--- src/rtl/ifq_line_unpacker.sv ---
// ---------------------------------------------------------------------------
// ifq_line_unpacker
//
// Reads the instruction fetch queue (IFQ) circular buffer. It takes one
// LENGTH-bit fetch line from the buffer head, then hands its INSTR_W-bit
// words to dispatch in order, one per accepted valid/ready handshake, each
// with its PC. When the last word of a line is accepted and the buffer holds
// another line, that line is captured in the same cycle, so there is no
// bubble between lines. A flush drops the held line and redirects the PC.
// The low PC bits select the first word issued from the next line, so the
// words before a redirect target are skipped.
//
// Optional feature (macro IFQ_STARVE_CNT_EN): adds the starve_cnt output.
// It is a saturating count of cycles in which dispatch was ready but no word
// was offered. Only rst clears it.
//
// Ports:
//   clk            clock, rising-edge active
//   rst            asynchronous active-high reset
//   flush          pipeline flush / redirect pulse (also flushes the buffer)
//   flush_pc       redirect PC, sampled while flush=1 (bits [1:0] ignored)
//   buf_empty      buffer empty flag
//   buf_data_read  buffer head line, valid while buf_empty=0
//   buf_pull       pop strobe; the buffer advances at the next rising edge
//   instr_valid    instr / instr_pc hold a word for dispatch
//   instr_ready    dispatch accepts the offered word this cycle
//   instr          current instruction word
//   instr_pc       PC of instr
//   starve_cnt     (IFQ_STARVE_CNT_EN only) ready-but-starved cycle count
// ---------------------------------------------------------------------------
module ifq_line_unpacker #(
    parameter int          LENGTH   = 128,
    parameter int          INSTR_W  = 32,
    parameter logic [31:0] RESET_PC = 32'h0000_0000
) (
    input  logic               clk,
    input  logic               rst,
    input  logic               flush,
    input  logic [31:0]        flush_pc,
    input  logic               buf_empty,
    input  logic [LENGTH-1:0]  buf_data_read,
    output logic               buf_pull,
    output logic               instr_valid,
    input  logic               instr_ready,
    output logic [INSTR_W-1:0] instr,
    output logic [31:0]        instr_pc
`ifdef IFQ_STARVE_CNT_EN
    ,
    output logic [15:0]        starve_cnt
`endif
);

    localparam int WORDS = LENGTH / INSTR_W;
    localparam int IDX_W = $clog2(WORDS);

    // Word offset of RESET_PC inside a line. Bits [1:0] are the byte offset,
    // so the word index starts at bit 2.
    localparam logic [IDX_W-1:0] RESET_IDX = RESET_PC[IDX_W+1:2];

    typedef enum logic {
        IDLE,
        ACTIVE
    } state_t;

    state_t              state;
    logic [LENGTH-1:0]   line_q;
    logic [IDX_W-1:0]    idx_q;
    logic [31:0]         pc_q;

    logic                fire;
    logic                last;
    logic                load;

    // A redirect target is always word aligned, so the byte-offset bits of
    // flush_pc carry no information.
    logic                unused_flush_bits;
    assign unused_flush_bits = ^flush_pc[1:0];

    // Handshake and line-boundary decode. A new line is taken either when
    // nothing is held, or when the last held word leaves this cycle, so that
    // the next line follows without a gap. A flush blocks the load because
    // the buffer head is about to be discarded along with it.
    always_comb begin
        instr_valid = (state == ACTIVE);
        fire        = instr_valid & instr_ready;
        last        = (idx_q == IDX_W'(WORDS - 1));
        load        = !flush && !buf_empty && ((state == IDLE) || (fire && last));
        buf_pull    = load && !rst;
    end

    // The offered word is a plain mux of the held line by the word index.
    // Word 0 sits in the least significant bits.
    always_comb begin
        instr    = line_q[int'(idx_q) * INSTR_W +: INSTR_W];
        instr_pc = pc_q;
    end

    // Main sequencer. Flush wins over everything: it drops back to IDLE and
    // loads the redirect PC, and its word offset becomes the start index
    // for the next captured line. Otherwise each accepted word advances the
    // PC and the word index. The index wraps to 0 after the last word, which
    // matches the start of a line captured in the same cycle.
    always_ff @(posedge clk or posedge rst) begin
        if (rst) begin
            state  <= IDLE;
            line_q <= '0;
            idx_q  <= RESET_IDX;
            pc_q   <= RESET_PC;
        end else if (flush) begin
            state  <= IDLE;
            pc_q   <= {flush_pc[31:2], 2'b00};
            idx_q  <= flush_pc[IDX_W+1:2];
        end else begin
            if (fire) begin
                pc_q  <= pc_q + 32'd4;
                idx_q <= idx_q + IDX_W'(1);
            end
            if (load) begin
                line_q <= buf_data_read;
                state  <= ACTIVE;
            end else if (fire && last) begin
                state  <= IDLE;
            end
        end
    end

`ifdef IFQ_STARVE_CNT_EN
    // Starvation counter: counts cycles in which dispatch was ready but
    // nothing was offered. It sticks at all-ones, and a flush does not clear
    // it, so it measures the whole run since reset.
    always_ff @(posedge clk or posedge rst) begin
        if (rst) begin
            starve_cnt <= '0;
        end else if (instr_ready && !instr_valid && (starve_cnt != 16'hFFFF)) begin
            starve_cnt <= starve_cnt + 16'd1;
        end
    end
`else
    // Without the starvation counter there is no extra state to keep.
`endif

endmodule
--- config.mk ---
export PLATFORM = sky130hd
export DESIGN_NAME = ifq_line_unpacker
export DESIGN_NICKNAME = d
export VERILOG_FILES = /design/src/rtl/ifq_line_unpacker.sv
export SDC_FILE = /design/constraint.sdc
export NUM_CORES = 1
export LEC_CHECK = 0
export CAP_MARGIN = 20
export CORE_MARGIN = 8
export CORE_UTILIZATION = 47
export DETAILED_ROUTE_END_ITERATION = 8
export PLACE_DENSITY = 0.78
export SYNTH_ARGS = -nofsm -noshare
export SYNTH_HDL_FRONTEND = slang
export SYNTH_SLANG_ARGS = --single-unit
export TNS_END_PERCENT = 1
--- constraint.sdc ---
create_clock -name clk -period 6.35 [get_ports clk]
set_input_delay 1.27 -clock clk [delete_from_list [all_inputs] [get_ports clk]]
set_output_delay 1.27 -clock clk [all_outputs]
set_load 0.01 [all_outputs]
Yosys cells after proc, flatten, opt, wreduce, memory -nomap -nowiden
Index checks and enable logic that the tools add are counted.
{"block": "word_totals", "elab_cells": 29, "output_inout_bits": 66, "inputBits": 165, "register_bits": 163}
{"block": "op_classes", "shift": 1, "n_bitwise": 3, "reduce_logical": 11, "eq_ne": 1, "n_mux": 7, "add_sub_neg": 2}
{"cell": "128-bit by 8-bit indexed part select with 32-bit output", "n": 1}
{"cell": "32-bit 2-to-1 mux", "n": 2}
{"cell": "32-bit by 3-bit adder with 32-bit output, second input constant", "n": 1}
{"cell": "1-bit logical AND", "n": 4}
{"cell": "2-bit 2-to-1 mux", "n": 2}
{"cell": "1-bit logical NOT", "n": 3}
{"cell": "1-bit 2-to-1 mux", "n": 3}
{"cell": "3-bit nonzero test", "n": 1}
{"cell": "2-bit by 1-bit adder with 2-bit output, second input constant", "n": 1}
{"cell": "2-bit == test, second input constant", "n": 1}
{"cell": "1-bit inverter", "n": 2}
{"cell": "2-bit AND reduction", "n": 1}
{"cell": "2-bit nonzero test", "n": 1}
{"cell": "1-bit bitwise AND", "n": 1}
{"cell": "1-bit logical OR", "n": 1}

Longest topological paths before layout
Gate-level depths: netlist (run 1).
{"block": "depth", "ltp_word": 6, "mapped_depth": 7, "depth_no_buf": 5}

Worst setup path after synthesis (run 1)
No wires, ideal clock.
{"block": "synth_timing", "kind": "input to output", "from": "in instr_ready", "to": "out buf_pull", "t_required_ns": 5.080, "path_stages": 6, "arrival_ns": 2.286, "path_buffers": 2, "path_slack_ns": 2.794, "cell_sequence": "nand2_1 > nand2_1 > nand2_1 > clkbuf_1 > buf_1 > nor2_1"}
{"block": "synth_between", "elab_chain_cells": 5}
{"item": "start: declaration", "line_no": "44", "rtl": "input logic instr_ready,"}
{"item": "1-bit bitwise AND", "line_no": "85", "rtl": "fire = instr_valid & instr_ready;"}
{"item": "1-bit logical AND", "line_no": "87", "rtl": "load = !flush && !buf_empty && ((state == IDLE) || (fire && last));"}
{"item": "1-bit logical OR", "line_no": "87"}
{"item": "1-bit logical AND", "line_no": "87"}
{"item": "1-bit logical AND", "line_no": "88", "rtl": "buf_pull = load && !rst;"}
{"item": "end: declaration", "line_no": "42", "rtl": "output logic buf_pull,"}
Every way passes these cells.

Final worst setup path (run 1)
{"block": "layout_timing", "from": "in flush", "to": "out buf_pull"}
{"block": "layout_between", "elab_chain_cells": 4}
{"item": "start: declaration", "line_no": "38", "rtl": "input logic flush,"}
{"item": "1-bit logical NOT", "line_no": "87"}
{"item": "1-bit logical AND (2 in a row)", "line_no": "87"}
{"item": "1-bit logical AND", "line_no": "88"}
Every way passes these cells.

==> results of run 1 <==
## placed cells by master (no fill, tap or decap), drive strengths merged, types with 14 or more instances in the layout
master         Yosys  layout
clkbuf            24      18
nand2             29      29
or4               16      16
mux2             130     130
mux4              32      32
nand3             26      26
nor2              24      24
a31oi             14      14
clkdlybuf4s50      0     226
dfrtp            161     161
## kinds of logic after synthesis
group	synth area share, %
mux	29.63
flops	54.14
simple gates	8.576
compound gates	3.851
buf+inv	2.119
xor+xnor	1.295
fa+ha+maj	0.3363
other cells	0.05040
## registers in the layout, summed over array words and instances (netlist names)
register,flops
idx_q,2
instr_pc,30
instr_valid,1
line_q,128
## per-layer routing
metal	vias to the layer above	part of all wire [%]	routed length, um	track usage, %
met4	0	2.0	395	7.914
li1	2474	-	-	-
met2	202	52	10410	35.08
met3	26	8.1	1614	6.418
met5	-	0	0	0
met1	2677	38	7495	23.29
## area by class of cell
type | count | share of cell area (%)
sequential | 161 | 38.40
clock inverter | 14 | 1.490
multi-input combinational | 347 | 31.10
inverter | 3 | 0.1549
tap | 216 | 2.574
timing repair buffer | 232 | 22.17
antenna | 1 | 0.02384
clock buffer | 18 | 4.088
## worst max-delay path, cell delays in order
cell and delay (ns):
clkdlybuf4s50_1 0.40, buf_4 0.24, nor2_1 0.22, nand2_4 0.08, nor2_1 0.11, clkdlybuf4s50_1 0.56
## worst min-delay path by stage
stage | from | endpoint | cells after the start
after floorplan | line_q[32]$_DFFE_PP0P_ | line_q[32]$_DFFE_PP0P_ | 1
after global placement | line_q[46]$_DFFE_PP0P_ | line_q[46]$_DFFE_PP0P_ | 1
after detailed placement | line_q[106]$_DFFE_PP0P_ | line_q[106]$_DFFE_PP0P_ | 1
after CTS | line_q[88]$_DFFE_PP0P_ | line_q[88]$_DFFE_PP0P_ | 1
after global routing | line_q[99]$_DFFE_PP0P_ | line_q[99]$_DFFE_PP0P_ | 1
final | line_q[88]$_DFFE_PP0P_ | line_q[88]$_DFFE_PP0P_ | 1
## report_power, final
part | internal [uW] | switching [uW] | leakage (uW)
Sequential | 1210 | 124 | 0.00189
Clock | 586 | 435 | 0.000280
Combinational | 497 | 266 | 0.00201
Total | 2290 | 825 | 0.00417
## per-stage QoR
stage               util, %  cell area [um^2]
floorplan                 -              7445
global placement      63.13              9883
detailed placement    63.13              9883
CTS                   66.87             10470
global route          67.06             10500
finish                67.06             10500
==> flow_summary.json, run 1 <==
{
  "fp.dieH_um": 141.8,
  "cts-hold-fix-buffers": 0,
  "cts.clk_slew.worst_paths_ns": 0.06,
  "status": "finished, final reports clean",
  "syn2layout_area_growth_pct": 41.10,
  "crit_end": "buf_pull",
  "r2r_end": "line_q[21]$_DFFE_PP0P_",
  "startpoint": "flush",
  "critPathArrivalTime_ns": 2.89,
  "synth_top_area_share_pct": 54.14,
  "crit_path_end_kind": "output pin",
  "wire_per_inst_um": 20.07,
  "fp-row-count": 46,
  "criticalPathCategory": "in2out",
  "start_kind": "input pin",
  "num_vias": 5379,
  "via_per_inst": 5.422,
  "ff_latch_area_um2": 4031,
  "yosys.area.top_type": "dfrtp_1",
  "drive_above_1_share_pct": 26.58,
  "post_cts_resized": 0,
  "p_per_area_nw_per_um2": 297.1,
  "numClockSinks": 161,
  "instances_no_fill": 992,
  "worst_r2r_path_depth": 7,
  "grt_pass1_wl_um": 31740,
  "wl_um": 19910,
  "cap_violations": 0,
  "r2r_slack_ns": 3.01,
  "core_region_area_um2": 15660,
  "numCtsBuffers": 17,
  "ant_nets": 0,
  "avgSynthCellArea_um2": 13.68,
  "portBuffers": 226,
  "grt_usage_pct": 20.40,
  "drtPass1Iterations": 5,
  "synthFlopType": "dfrtp_1",
  "num-nets-final": 929,
  "die_x_um": 141.8,
  "drc": 0,
  "r2r-start": "idx_q[1]$_DFFE_PP0N_",
  "synthTopCellsByCount": "dfrtp_1, mux2_2, mux4_2",
  "gp_congestion": 0.8891,
  "grt_max_degree": 113,
  "finalPower_uw": 3119,
  "fin_skew_ns": 0.01443,
  "cts_buffer_depth": 2,
  "synth_warnings": 0,
  "cts_tree": "done",
  "finalCritPeriodShare_pct": 65.46,
  "initial_core_util_pct": 47.53,
  "async_flop_share_pct": 100.0,
  "worstPathRequired_ns": 5.08,
  "fmax_mhz": 240.6,
  "antenna_found_initial": 1,
  "relSlewSlack_pct": 35.05,
  "dieArea_um2": 20110,
  "io_pins": 231,
  "htreeDepth": 4,
  "pre_cts_ws_ns": 2.060,
  "clockRootBuffer": "clkbuf_16",
  "multi_input_area_um2": 3266,
  "ys_seq_area_share_pct": 54.14,
  "place_inst": 958,
  "final.setup.tns_ns": 0,
  "synth_edf_count": 0,
  "synthMostInstantiatedCell": "dfrtp_1",
  "worst_pin_slew_ns": 0.9742,
  "ys_seq_elements": 161,
  "syn_area_um2": 7441,
  "crit_fanout": 32,
  "synth.distinct_cells": 36,
  "first_iter_violations": 304,
  "syn_inst": 544,
  "synthTopCellsByArea": "dfrtp_1, mux2_2, mux4_2, nand3_1, or4_1",
  "finalSetupViolCount": 0,
  "p_leak_uw": 0.004175,
  "dp_hpwl_um": 14430,
  "clk_latency_ns": 0.43,
  "max-vdd-ir-drop_v": 0.0001870,
  "drv_slew": 0,
  "whs_ns": 0.5010,
  "nFillCells": 1181,
  "hp-class": "reg2reg",
  "rsz0062_at_grt": "no",
  "overflow": 0,
  "period_needed_ns": 4.157,
  "grt_pass1_vias": 5933,
  "hold_viol": 0,
  "post-cts-setup-buffers": 0,
  "fin_ws_ns": 2.193
}
No activity file was read; power rests on OpenSTA's default activity.
==> run 2, diff against run 1 <==
CORE_UTILIZATION = 43   (was 47)
PLACE_DENSITY = 0.75   (was 0.78)
clock period = 3.8 ns   (was 6.35 ns; I/O delays follow)
==> run 2 against run 1 <==
  * Register-to-register slack worse by 1.5 ns
  * Core utilization is 5.6 points lower
  * Via count is 0.63% higher
  * Die area is 8.2% higher
  * Cell area is 0.19% higher
  * Clock-buffer cell count is 4 higher
  * Sequential cell count stayed put
  * Cell count is 0.91% higher
  * Clock power is 62% higher
  * Clock skew is 0.0089 ns lower
  * Combinational power is 68% higher
  * Worst hold slack worse by 0.0020 ns
  * Largest power group unchanged
  * Highest routed layer is now met5
==> flow_summary.json, run 2 (synthesis results as in run 1) <==
{
  "antenna_found_initial": 1,
  "cts.clk_slew.worst_paths_ns": 0.06,
  "syn2layout_area_growth_pct": 41.36,
  "hp-class": "reg2reg",
  "via_per_inst": 5.408,
  "numClockSinks": 161,
  "final.setup.tns_ns": 0,
  "initial_core_util_pct": 43.47,
  "overflow": 0,
  "crit_path_end_kind": "output pin",
  "fin_area_um2": 10520,
  "largest_reg_flops": 128,
  "final_cell_mix": "clkdlybuf4s50_1, dfrtp_1, mux2_2",
  "rsz0062_at_grt": "no",
  "wire_per_inst_um": 20.42,
  "p_leak_uw": 0.004182,
  "finalSetupViolCount": 0,
  "max-vdd-ir-drop_v": 0.0003181,
  "cap_violations": 0,
  "post-cts-setup-buffers": 0,
  "num_vias": 5413,
  "fmax_mhz": 306.6,
  "p_per_area_nw_per_um2": 491.5,
  "fin_util_pct": 61.45,
  "antenna_cells": 0,
  "worstPathRequired_ns": 3.04,
  "period_needed_ns": 3.262,
  "worst_pin_slew_ns": 0.7117,
  "numCtsBuffers": 17,
  "drc": 0,
  "fp-row-count": 48,
  "grt_pass1_wl_um": 32600,
  "cts_tree": "done",
  "cts-hold-fix-buffers": 0,
  "relSlewSlack_pct": 52.55,
  "criticalPathCategory": "reg2out",
  "placedInstanceArea_um2": 9953,
  "first_iter_violations": 297,
  "post_cts_resized": 0,
  "hold_viol": 0,
  "num-nets-final": 931,
  "portBuffers": 226,
  "dp_hpwl_um": 15130,
  "pre_cts_ws_ns": 0.7030,
  "ant_nets": 0,
  "dieArea_um2": 21770,
  "grt_usage_pct": 19.20,
  "grt_max_degree": 129,
  "drtPass1Iterations": 4,
  "clk_latency_ns": 0.42,
  "fin_skew_ns": 0.005540,
  "regMostFlops": "line_q",
  "drive_above_1_share_pct": 26.68,
  "drv_slew": 0,
  "wl_um": 20440,
  "clockRootBuffer": "clkbuf_16",
  "status": "finished, final reports clean",
  "htreeDepth": 4,
  "cts_buffer_depth": 2,
  "gp_congestion": 0.8552,
  "core_region_area_um2": 17120,
  "die_x_um": 147.5,
  "io_pins": 231,
  "place_inst": 970,
  "fp.dieH_um": 147.5,
  "critPathArrivalTime_ns": 2.50,
  "crit_fanout": 12,
  "grt_pass1_vias": 5960,
  "instances_no_fill": 1001,
  "fin_ws_ns": 0.5382,
  "final_common_cell": "clkdlybuf4s50_1",
  "start_kind": "register",
  "finalCritPeriodShare_pct": 85.84
}
-- run 2: changes by cell type in the layout (fill, tap and decap cells not counted), sizes merged --
cell and delta:
clkbuf +4, inv -5, diode -1, bufinv -1
buf +2, clkinvlp +1
-- run 2: stage by stage --
stage          hold slack, ns  total power, uW
6_report               0.4989             5170
5_1_grt                0.5183             5415
4_1_cts                0.5018             5229
3_5_place_dp           0.4878             3563
3_3_place_gp           0.4812             3501
2_1_floorplan          0.4739             2892
-- run 2: cell type report --
| class | instances | area [um^2] |
|---|---|---|
| well taps | 225 | 281.5 |
| repair buffers | 234 | 2360 |
| multi-input cells | 347 | 3266 |
| clock buffers | 22 | 484.2 |
| fillers | 1308 | 6598 |
| inverters | 3 | 15.01 |
| flip-flops and latches | 161 | 4031 |
| clock inverters | 9 | 81.33 |
-- run 2: final timing paths --
check                                        startpoint                       to  slack [ns]  depth (start not counted)
worst min register to register  line_q[100]$_DFFE_PP0P_  line_q[100]$_DFFE_PP0P_        0.50                          1
worst max-delay path               idx_q[0]$_DFFE_PP0N_                instr[21]        0.54                          3
max in group asynchronous                           rst     idx_q[1]$_DFFE_PP0N_        2.45                          3
worst max register to register     idx_q[1]$_DFFE_PP0N_   line_q[96]$_DFFE_PP0P_        1.46                          6
worst min-delay path            line_q[100]$_DFFE_PP0P_  line_q[100]$_DFFE_PP0P_        0.50                          1
min in group asynchronous                           rst  line_q[110]$_DFFE_PP0P_        0.87                          3
-- run 2: where the power goes --
group / switching [uW] / internal (uW) / total [uW]
Combinational: 449 / 835 / 1280
Sequential: 208 / 2020 / 2230
Clock: 689 / 965 / 1650
Total: 1350 / 3820 / 5170
-- run 2: worst max-delay path, cell delays in order, from the launching register on --
cell             delay [ns]
dfrtp_2                0.62
buf_4                  0.37
mux4_2                 0.56
clkdlybuf4s50_1        0.52
-- run 2: routing by layer --
metal	vias to the layer above	global-route usage, %	routed length (um)
met5	-	0	11
met4	2	7.343	485
met3	31	9.538	2331
met2	224	30.60	9853
met1	2684	21.78	7758
li1	2472	-	-
==> run 3, diff against run 2 <==
CAP_MARGIN = not set   (was 20)
CORE_UTILIZATION = 51   (was 43)
PLACE_DENSITY = 0.83   (was 0.75)
clock period = 4.05 ns   (was 3.8 ns; I/O delays follow)
==> run 3 against run 2 <==
  * Critical path depth is the same
  * Power shrank 6.1%
  * Register-to-register slack gained 0.19 ns
  * Wire length shrank 4.1%
  * Sequential power shrank 6%
  * Core utilization grew 11 points
  * Clock power shrank 6%
  * Clock-buffer cell count shrank 1
  * Combinational power shrank 6%
==> flow_summary.json, run 3 (synthesis results as in run 1) <==
{
  "num_vias": 5482,
  "worstPathRequired_ns": 3.24,
  "wl_met1_um": 7257,
  "wire_per_inst_um": 20.47,
  "cap_violations": 0,
  "hp-class": "reg2reg",
  "gp_congestion": 0.8646,
  "core_region_area_um2": 14370,
  "crit_buf_inv": 2,
  "p_leak_uw": 0.004173,
  "cp_slowest_cell": "dfrtp_2",
  "antenna_cells": 0,
  "dp_hpwl_um": 14070,
  "dieArea_um2": 18710,
  "start_kind": "register",
  "max-vdd-ir-drop_v": 0.0002860,
  "wl_um": 19610,
  "cts-hold-fix-buffers": 0,
  "finalSetupViolCount": 0,
  "r2r-start": "idx_q[1]$_DFFE_PP0N_",
  "period_needed_ns": 3.279,
  "grt_pass1_wl_um": 30360,
  "clock_power_share_pct": 32.0,
  "worst_pin_slew_ns": 0.8668,
  "finalCritPeriodShare_pct": 80.96,
  "swShare_pct": 25.47,
  "top_layer": "met5",
  "fmax_mhz": 305.0,
  "grt_usage_pct": 21.11,
  "drv_slew": 0,
  "routed-wl-met2_um": 9984,
  "drc": 0,
  "final_common_cell": "clkdlybuf4s50_1",
  "via_per_inst": 5.722,
  "r2r_slack_ns": 1.65,
  "hold_start": "line_q[39]$_DFFE_PP0P_",
  "p_sw_uw": 1236,
  "htreeDepth": 4,
  "grt_pass1_vias": 5812,
  "clk_latency_ns": 0.42,
  "grt_max_degree": 162,
  "initial_core_util_pct": 51.79,
  "clockRootBuffer": "clkbuf_16",
  "ant_nets": 0,
  "cts.clk_slew.worst_paths_ns": 0.06,
  "crit_path_end_kind": "output pin",
  "critPathArrivalTime_ns": 2.47,
  "slowest_delay_ns": 0.69,
  "first_iter_violations": 324,
  "antenna_found_initial": 1,
  "criticalPathCategory": "reg2out",
  "startpoint": "idx_q[0]$_DFFE_PP0N_",
  "drive_above_1_share_pct": 26.36,
  "crit_fanout": 20,
  "cpLargestDelayFamily": "buffers and inverters",
  "io_pins": 231,
  "crit_chain": "buf_12 -> mux4_2 -> clkdlybuf4s50_1",
  "num-nets-final": 929,
  "cts_buffer_depth": 2,
  "p_per_area_nw_per_um2": 463.9,
  "fp.dieH_um": 136.8,
  "syn2layout_area_growth_pct": 40.56,
  "fin_skew_ns": 0.005929,
  "fp-row-count": 44,
  "post-cts-setup-buffers": 0,
  "portBuffers": 226,
  "rsz0062_at_grt": "no",
  "drtPass1Iterations": 7,
  "final.setup.tns_ns": 0,
  "relSlewSlack_pct": 42.21,
  "largest_reg_flops": 128,
  "whs_ns": 0.4994,
  "post_cts_resized": 0,
  "seqPwrFrac_pct": 43.3,
  "numCtsBuffers": 17,
  "wl_met3_um": 1785,
  "regMostFlops": "line_q",
  "cts_tree": "done",
  "status": "finished, final reports clean",
  "final_cell_mix": "clkdlybuf4s50_1, dfrtp_1, mux2_2",
  "overflow": 0,
  "die_x_um": 136.8,
  "hold_viol": 0,
  "numClockSinks": 161,
  "cellInternalPower_uw": 3616,
  "pwr-share-comb_pct": 24.7
}
## run 3: metal layers
metal / up-vias / global-route usage [%]
met3: 43 / 6.681
met4: 2 / 8.449
met1: 2743 / 24.51
met5: - / 0
li1: 2470 / -
met2: 224 / 35.71
## run 3: layout make-up
type / instances / area (um^2)
Clock buffer: 21 / 460.4
Clock inverter: 10 / 111.4
Fill cell: 956 / 3910
Inverter: 3 / 15.01
Multi-Input combinational cell: 347 / 3266
Sequential cell: 161 / 4031
Tap cell: 184 / 230.2
Timing Repair Buffer: 232 / 2345
## run 3: power by group through the flow
stage          Sequential, uW  Clock, uW  Combinational (uW)
2_1_floorplan            2050          0                 662
3_3_place_gp             2100          0                1170
3_5_place_dp             2130          0                1210
4_1_cts                  2100       1580                1220
5_1_grt                  2140       1640                1290
6_report                 2100       1550                1200
## run 3: worst paths after layout
path                       depth (start not counted)                       to
min reg2reg                                        1   line_q[39]$_DFFE_PP0P_
max reg2reg                                        6    line_q[3]$_DFFE_PP0P_
max                                                3                instr[17]
min in group asynchronous                          3  line_q[118]$_DFFE_PP0P_
min                                                1   line_q[39]$_DFFE_PP0P_
max in group asynchronous                          3    line_q[7]$_DFFE_PP0P_
## run 3: metrics by stage
stage	power (uW)	setup WS (ns)	area (um^2)	instances	util (%)
5_1_grt	5071	0.6581	10460	958	72.79
6_report	4852	0.7709	10460	958	72.79
2_1_floorplan	2714	1.197	7448	545	-
3_3_place_gp	3269	0.8922	9887	927	68.81
4_1_cts	4896	0.7219	10460	958	72.79
3_5_place_dp	3332	0.9062	9887	927	68.81
